==> config.mk <==
export PLATFORM = sky130hd
export DESIGN_NAME = quadrature_decoder
export DESIGN_NICKNAME = d
export VERILOG_FILES = /design/src/rtl/quadrature_decoder.sv
export SDC_FILE = /design/constraint.sdc
export NUM_CORES = 1
export LEC_CHECK = 0
export ABC_AREA = 1
export ABC_CLOCK_PERIOD_IN_PS = 3800
export CAP_MARGIN = 30
export CELL_PAD_IN_SITES_DETAIL_PLACEMENT = 0
export CELL_PAD_IN_SITES_GLOBAL_PLACEMENT = 1
export CORE_UTILIZATION = 39
export CTS_CLUSTER_DIAMETER = 100
export DETAILED_ROUTE_END_ITERATION = 8
export PLACE_DENSITY_LB_ADDON = 0.15
export SYNTH_ARGS = -nofsm -noshare
export SYNTH_HDL_FRONTEND = slang
export SYNTH_SLANG_ARGS = --single-unit
==> constraint.sdc <==
create_clock -name clk -period 3.8 [get_ports clk]
set_clock_uncertainty 0.2 [all_clocks]
set_input_delay 0.76 -clock clk [delete_from_list [all_inputs] [get_ports clk]]
set_output_delay 0.76 -clock clk [all_outputs]
set_load 0.02 [all_outputs]
==> src/rtl/quadrature_decoder.sv <==
//==============================================================================
// Module   : quadrature_decoder
// Brief    : 4x A/B quadrature decoder with wrapping position, windowed speed
//            and direction. Optional glitch filter enabled by QDEC_FILTER_EN.
// Revision : 1.0
//==============================================================================
`default_nettype none

module quadrature_decoder #(
   parameter int POS_W    = 16,
   parameter int VEL_W    = 8,
   parameter int WINDOW   = 50000,
   parameter int FILT_LEN = 4
) (
   input  logic             clk,
   input  logic             rst_n,
   input  logic             en,
   input  logic             clr,
   input  logic             enc_a,
   input  logic             enc_b,
   output logic [POS_W-1:0] position,
   output logic [VEL_W-1:0] velocity,
   output logic             direction,
   output logic             vel_valid,
   output logic             err
);

   localparam int ACC_W = VEL_W + 2;
   localparam int WIN_W = (WINDOW > 2) ? $clog2(WINDOW) : 1;
   localparam logic signed [ACC_W-1:0] ACC_MAX = {1'b0, {(ACC_W-1){1'b1}}};
   localparam logic signed [ACC_W-1:0] ACC_MIN = {1'b1, {(ACC_W-1){1'b0}}};

   logic [1:0]              a_sync;
   logic [1:0]              b_sync;
   logic [1:0]              synced;
   logic [1:0]              ab;
   logic [1:0]              prev_ab;
   logic [1:0]              idx_cur;
   logic [1:0]              idx_prev;
   logic [1:0]              idx_diff;
   logic                    fwd;
   logic                    rev;
   logic                    illegal;
   logic signed [ACC_W-1:0] acc;
   logic signed [ACC_W:0]   delta;
   logic signed [ACC_W:0]   acc_sum;
   logic signed [ACC_W-1:0] acc_next;
   logic [ACC_W-1:0]        acc_u;
   logic [ACC_W-1:0]        mag;
   logic [VEL_W-1:0]        vel_sat;
   logic [WIN_W-1:0]        win_cnt;
   logic                    win_end;

   always_ff @(posedge clk or negedge rst_n) begin
      if (!rst_n) begin
         a_sync <= 2'b00;
         b_sync <= 2'b00;
      end else begin
         a_sync <= {a_sync[0], enc_a};
         b_sync <= {b_sync[0], enc_b};
      end
   end

   assign synced = {a_sync[1], b_sync[1]};

`ifdef QDEC_FILTER_EN
   localparam int FC_W = $clog2(FILT_LEN);

   // A channel flips only after FILT_LEN consecutive samples disagree with it
   for (genvar ch = 0; ch < 2; ch++) begin : g_filt
      logic [FC_W-1:0] cnt;
      logic            lvl;

      always_ff @(posedge clk or negedge rst_n) begin
         if (!rst_n) begin
            cnt <= '0;
            lvl <= 1'b0;
         end else if (synced[ch] == lvl) begin
            cnt <= '0;
         end else if (cnt == FC_W'(FILT_LEN - 1)) begin
            cnt <= '0;
            lvl <= synced[ch];
         end else begin
            cnt <= cnt + FC_W'(1);
         end
      end

      assign ab[ch] = lvl;
   end
`else
   assign ab = synced;
`endif

   // Map AB onto a 0..3 ring (00,10,11,01) so the step is a modular difference
   always_comb begin
      idx_cur  = {ab[0], ab[1] ^ ab[0]};
      idx_prev = {prev_ab[0], prev_ab[1] ^ prev_ab[0]};
      idx_diff = idx_cur - idx_prev;
      fwd      = (idx_diff == 2'd1);
      rev      = (idx_diff == 2'd3);
      illegal  = (idx_diff == 2'd2);
   end

   always_comb begin
      delta = '0;
      if (fwd)
         delta = '1;
      if (fwd)
         delta = (ACC_W+1)'(1);
      else if (rev)
         delta = '1;
      acc_sum = $signed({acc[ACC_W-1], acc}) + delta;
      if (acc_sum[ACC_W] != acc_sum[ACC_W-1])
         acc_next = acc_sum[ACC_W] ? ACC_MIN : ACC_MAX;
      else
         acc_next = acc_sum[ACC_W-1:0];
      acc_u = acc_next;
      mag   = acc_u[ACC_W-1] ? (~acc_u + ACC_W'(1)) : acc_u;
      if (|mag[ACC_W-1:VEL_W])
         vel_sat = '1;
      else
         vel_sat = mag[VEL_W-1:0];
      win_end = (win_cnt == WIN_W'(WINDOW - 1));
   end

   always_ff @(posedge clk or negedge rst_n) begin
      if (!rst_n) begin
         prev_ab   <= 2'b00;
         position  <= '0;
         velocity  <= '0;
         direction <= 1'b0;
         vel_valid <= 1'b0;
         err       <= 1'b0;
         acc       <= '0;
         win_cnt   <= '0;
      end else begin
         prev_ab   <= ab;
         vel_valid <= 1'b0;
         if (clr) begin
            position <= '0;
            velocity <= '0;
            err      <= 1'b0;
            acc      <= '0;
            win_cnt  <= '0;
         end else if (en) begin
            if (fwd)
               position <= position + POS_W'(1);
            else if (rev)
               position <= position - POS_W'(1);
            if (illegal)
               err <= 1'b1;
            if (win_end) begin
               win_cnt   <= '0;
               velocity  <= vel_sat;
               vel_valid <= 1'b1;
               acc       <= '0;
               if (acc_next != '0)
                  direction <= acc_next[ACC_W-1];
            end else begin
               win_cnt <= win_cnt + WIN_W'(1);
               acc     <= acc_next;
            end
         end
      end
   end

endmodule

`default_nettype wire

---- Word-level counts from Yosys, hierarchy flattened ----
Index checks and enable logic that the tools add are counted.
storage, ports and cells
  flip-flop bits (word level) ............. 59
  input bits .............................. 6
cells by class
  add/sub/neg operators ................... 6
  equality and inequality tests ........... 5
  muxes and demuxes ....................... 25
  bitwise gates (word level) .............. 4
  reductions and logical operators ........ 10
operators by type and width
  kind                   count
  $mux 16                7
  $mux 10                6
  $add 16x1->16 const B  2
  $mux 8                 4
  $mux 11                2
  $eq 16x16->1 const B   1
  $sub 16x1->16 const B  1
  $add 10x11->11         1
  $add 10x1->10 const B  1
  $not 10->10            1
  $reduce_bool 10->1     1
  $mux 1                 6
  $reduce_and 2->1       3
  $reduce_bool 2->1      3
  $eq 2x2->1 const B     2
  $reduce_and 4->1       1
  $reduce_bool 3->1      1
  $eq 2x1->1 const B     1
  $reduce_or 2->1        1
  $sub 2x2->2            1
  $xor 1x1->1            2
  $ne 1x1->1             1
  $not 1->1              1

---- Longest topological paths before layout ----
  word-level depth ........................ 16
  depth in mapped cells ................... 32
  gate-level depth less buffers ........... 32

---- Least setup slack after synthesis ----
OpenSTA, ideal clock, no wires.
  path type ............................... register -> register
  start ................................... register b_sync[1]
  end ..................................... register velocity[0]
  data arrival time ....................... 3.862 ns
  setup slack ............................. -0.379 ns
  cell stages (with the launch flop) ...... 31
  period minus slack after synthesis ...... 4.179 ns
  cells stage by stage .................... dfrtp_1 -> xnor2_1 -> ha_1 -> inv_1 -> buf_2 -> nand4_1 -> nand2_2 -> nor2_1 -> nand2_1 -> nand2_1 -> nand2_1 -> nand2_1 -> nand2_1 -> nand2_1 -> a21o_1 -> xor2_1 -> inv_1 -> ha_1 -> nand3_2 -> buf_6 -> a21boi_0 -> ha_1 -> nand3_1 -> nor2_2 -> nand2_2 -> nor2_2 -> nand2_1 -> nand2_2 -> nand2_1 -> nand2_1 -> nand2_1
on the way
  word-level cells in the longest chain between the ends .. 16
ends and longest elaborated chain
  element                                       RTL line  source
  start: declaration                            34        logic [1:0] b_sync;
  start signal: assignment                      60        b_sync <= {b_sync[0], enc_b};
  $xor 1x1->1                                   96        idx_cur = {ab[0], ab[1] ^ ab[0]};
  $sub 2x2->2 (*)                               98        idx_diff = idx_cur - idx_prev;
  $eq 2x2->1                                    100       rev = (idx_diff == 2'd3);
  $mux 11                                       110       else if (rev)
  $mux 11 (*)                                   108       if (fwd)
  $add 10x11->11 (*)                            112       acc_sum = $signed({acc[ACC_W-1], acc}) + delta;
  $mux 10 / $ne 1x1->1 (equally long branches)  114, 113
  $mux 10 (*)                                   113       if (acc_sum[ACC_W] != acc_sum[ACC_W-1])
  $not 10->10                                   118       mag = acc_u[ACC_W-1] ? (~acc_u + ACC_W'(1)) : acc_u;
  $add 10x1->10                                 118
  $mux 10 (*)                                   118
  $reduce_or 2->1                               119       if (|mag[ACC_W-1:VEL_W])
  $mux 8 (*)                                    119
  $mux 8 (*)                                    152       if (win_end) begin
  $mux 8 (*)                                    145       end else if (en) begin
  $mux 8 (*)                                    139       if (clr) begin
  end signal: assignment                        154       velocity <= vel_sat;
  end: declaration                              22        output logic [VEL_W-1:0] velocity,
Mark *: on every way between the ends. The rest lies on a longest branch, timed or not. The select of a mux whose other input is x is not followed.
A chain may end at the register's enable or synchronous reset.

---- Worst setup path in the final report ----
  start ................................... register prev_ab[0]
  end ..................................... register velocity[7]
on the way
  word-level cells in the longest chain between the ends .. 16
ends and longest elaborated chain
  element                                       RTL line  source
  start: declaration                            37        logic [1:0] prev_ab;
  start signal: assignment                      128       prev_ab <= 2'b00;
  start signal: assignment                      137       prev_ab <= ab;
  $xor 1x1->1                                   97        idx_prev = {prev_ab[0], prev_ab[1] ^ prev_ab[0]};
  $sub 2x2->2 (*)                               98
  $eq 2x2->1                                    100
  $mux 11                                       110
  $mux 11 (*)                                   108
  $add 10x11->11 (*)                            112
  $mux 10 / $ne 1x1->1 (equally long branches)  114, 113
  $mux 10 (*)                                   113
  $not 10->10                                   118
  $add 10x1->10                                 118
  $mux 10 (*)                                   118
  $reduce_or 2->1                               119
  $mux 8 (*)                                    119
  $mux 8 (*)                                    152
  $mux 8 (*)                                    145
  $mux 8 (*)                                    139
Marks and branches as above.

==> results.py <==
metrics = {
    "outcome": {
        "status": "finished with violations",
        "violations": "negative setup slack",
    },
    "power_and_ir_drop": {
        "swShare": 0.461,
        "p_int_w": 0.00300,
        "power_leakage_nw": 2.76,
        "p_comb_frac": 0.738,
        "peakVddDrop_mv": 0.607,
        "power_w": 0.00556,
        "power.switching_w": 0.00256,
        "p_per_area_nw_per_um2": 998,
        "clockPowerShare": 0.111,
        "pwr-share-seq": 0.150,
    },
    "yosys": {
        "synth_top_area_frac": 0.375,
        "synthTopCellsByCount": "nand2_1 (141), dfrtp_1 (59), inv_1 (53), nand3_1 (46), nor2_1 (45)",
        "syn_area_um2": 3930,
        "async_flop_share": 1.00,
        "syn_nets": 561,
        "synth_top_family_by_area": "simple AND/OR/NAND/NOR gates",
        "ys_types": 40,
        "synthCells": 531,
        "synth-main-ff-cell": "dfrtp_1",
        "synthMuxAreaShare": 0,
        "synth-xor-area-share": 0.0267,
        "synth_compound_area_frac": 0.125,
        "ys_top_cells_by_area": "dfrtp_1 (38%), nand2_1 (13%), ha_1 (7.3%), nand3_1 (5.9%), inv_1 (5.1%)",
        "synth_seq_cells": 59,
        "yosysMostFrequentCell": "nand2_1",
        "yosysSeqAreaShare": 0.375,
        "yosysTopAreaCell": "dfrtp_1",
        "synthAdderAreaFrac": 0.0782,
        "synth_edf_count": 0,
        "yosys_warnings": 0,
        "synth-simple-area-share": 0.332,
        "synth.avg_cell_area_um2": 7.41,
    },
    "setup_path": {
        "r2r-end": "velocity[7]$_DFFE_PN0P_",
        "critPathSlowestCell": "dfrtp_1",
        "start_kind": "flip-flop",
        "crit_required_ns": 3.83,
        "crit_type": "flip-flop to flip-flop",
        "reg2reg_from": "prev_ab[0]$_DFF_PN0_",
        "arrival_ns": 4.08,
        "cp_max_fo": 8,
        "ff2ff_path_depth": 31,
        "cp-end-kind": "flip-flop",
        "rrSetupSlack_ns": -0.24,
        "cp_slowest_stage_delay_ns": 0.39,
    },
    "place": {
        "place.gp.congestion": 0.849,
        "placed_cells": 751,
        "io_buffers": 32,
        "dp_hpwl_um": 7830,
    },
    "route": {
        "drc_errors": 0,
        "ant_nets": 0,
        "vias": 3939,
        "drt_first_iter_violations": 100,
        "post_drt_wl_per_cell_um": 13.7,
        "via_per_inst": 4.94,
        "wl_um": 10900,
        "drt_pre_antenna_iters": 4,
    },
    "hold_path": {
        "whs_endpoint": "b_sync[1]$_DFF_PN0_",
        "hold_path_depth": 0,
        "worstHoldPathType": "flip-flop to flip-flop",
        "holdCritStartpoint": "b_sync[0]$_DFF_PN0_",
    },
    "floorplanning": {
        "core_area_um2": 9770,
        "io-pin-count": 33,
        "start_util": 0.402,
        "rows": 36,
        "dieHeight_um": 102,
        "dieArea_um2": 10500,
        "die_w_um": 102,
    },
    "clock_network": {
        "clk_pin_slew_worst_paths_ns": 0.07,
        "cts_made_buffers": 9,
        "root_buffer": "clkbuf_8",
        "cts_max_level": 3,
        "clockBufferDepth": 2,
        "cts_tree": "built",
        "cts_sinks": 59,
        "worstSkewPairLatency_ns": 0.34,
    },
    "grt": {
        "busiest_layer": "met2",
        "use_met1": 0.290,
        "antenna_found_initial": 0,
        "grt_pass1_wl_um": 18400,
        "grt_pass1_vias": 4017,
        "overflow": 0,
        "grt_max_degree": 39,
        "grt_use_met2": 0.372,
        "track_usage": 0.225,
        "met3_usage": 0.0445,
    },
    "final_layout": {
        "nets": 690,
        "syn2layout_area_growth_pct": 41.6,
        "drive_gt1_frac": 0.284,
        "finalNonFillerCells": 798,
        "fin_util": 0.570,
        "antennaDiodeCount": 0,
    },
    "timing": {
        "relSlewSlack": 0.417,
        "worst_slew_pin_slew_ns": 0.874,
        "min_period_ns": 4.04,
        "setup_violations": 10,
        "rsz0062_at_grt": "yes",
        "fin_crit_sh": 1.06,
        "slew_viol_final": 0,
        "hold_viol": 0,
        "fmax_mhz": 247,
        "setup_ws_ns": -0.243,
        "fin_tns_setup_ns": -2.01,
    },
    "run": {
        "maxCapViolations": 0,
    },
}
## area by class of cell
type	instances	area, um^2
Clock buffer	11	131
Clock inverter	5	77.6
Fill cell	950	4200
Inverter	57	226
Multi-Input combinational cell	409	2470
Sequential cell	59	1480
Tap cell	133	166
Timing Repair Buffer	124	1020
## placed cells by master, fill, tap and decap left out, types with 4 or more instances in the layout
cell / Yosys / routed
nor3_1: 7 / 7
ha_1: 23 / 18
clkdlybuf4s50_1: 0 / 31
clkbuf_8: 0 / 9
nor2_1: 45 / 40
nor2_4: 0 / 5
o21ai_0: 33 / 29
nand3_4: 3 / 7
o22ai_1: 6 / 5
nor2_2: 6 / 6
a21oi_1: 34 / 33
nand3_1: 46 / 40
nand2_4: 2 / 5
o31ai_1: 5 / 5
inv_2: 3 / 6
o21ai_1: 0 / 4
xnor2_1: 4 / 4
nand3_2: 2 / 4
ha_4: 0 / 4
nand4_1: 8 / 8
inv_1: 53 / 47
dfrtp_1: 59 / 59
buf_4: 0 / 90
nand2_2: 14 / 34
nand2_1: 141 / 118
xor2_1: 8 / 7
## sequential cells by signal (all words and copies together) (netlist names)
signal and cells:
position 16, win_cnt 16, acc 10, velocity 8, a_sync 2, b_sync 2
prev_ab 2, direction 1, err 1, vel_valid 1
## how the worst max path moves through the flow
stage                              start                       to  slack [ns]  cells after the start
floorplan            b_sync[1]$_DFF_PN0_  velocity[0]$_DFFE_PN0P_       -0.09                     30
global placement     a_sync[1]$_DFF_PN0_  velocity[2]$_DFFE_PN0P_       -0.18                     31
detailed placement   a_sync[1]$_DFF_PN0_  velocity[2]$_DFFE_PN0P_       -0.31                     31
CTS                 prev_ab[1]$_DFF_PN0_  velocity[2]$_DFFE_PN0P_       -0.17                     29
global route        prev_ab[0]$_DFF_PN0_  velocity[2]$_DFFE_PN0P_       -0.53                     31
finish              prev_ab[0]$_DFF_PN0_  velocity[7]$_DFFE_PN0P_       -0.24                     31
## metal layers
metal	wire length [um]	vias to the layer above
met4	249	0
met5	0	-
met3	238	21
met1	5230	1838
li1	-	2030
met2	5230	50
## cell families after synthesis
group,after synthesis
flip-flops,59
XOR/XNOR,12
AO/OA/AOI/OAI,88
buffers and inverters,63
adder cells (fa/ha/maj),24
AND/OR/NAND/NOR,285
## power by group through the flow
stage	Clock, W	Combinational [W]	Sequential, W
after detailed placement	0	0.00327	0.000840
after CTS	0.000641	0.00361	0.000831
after floorplan	0	0.00195	0.000864
after global placement	0	0.00327	0.000839
after global routing	0.000672	0.00452	0.000850
final	0.000620	0.00411	0.000834
## critical path: cells and delay by family, from the launching register on
| kind | cells | cell delay [ns] |
|---|---|---|
| simple gates | 19 | 1.67 |
| buf+inv | 10 | 1.19 |
| flops | 1 | 0.39 |
| fa+ha+maj | 1 | 0.31 |
| xor+xnor | 1 | 0.17 |
## metrics by stage
step | worst slack [ns] | hold slack, ns | instance area [um^2]
after floorplan | -0.0913 | 0.131 | 4000
after global placement | -0.178 | 0.154 | 4910
after detailed placement | -0.310 | 0.141 | 4910
after CTS | -0.170 | 0.157 | 5370
after global routing | -0.533 | 0.170 | 5570
final | -0.243 | 0.153 | 5570
## what timing repair did
action | 4_1_cts | 5_1_grt
endpoints found under the setup margin | 10 | 20
pin swaps | 17 | 26
hold buffers | 0 | 0
gates resized for setup | 16 | 47
setup buffers | 26 | 5
No activity file was read; power rests on OpenSTA's default activity.
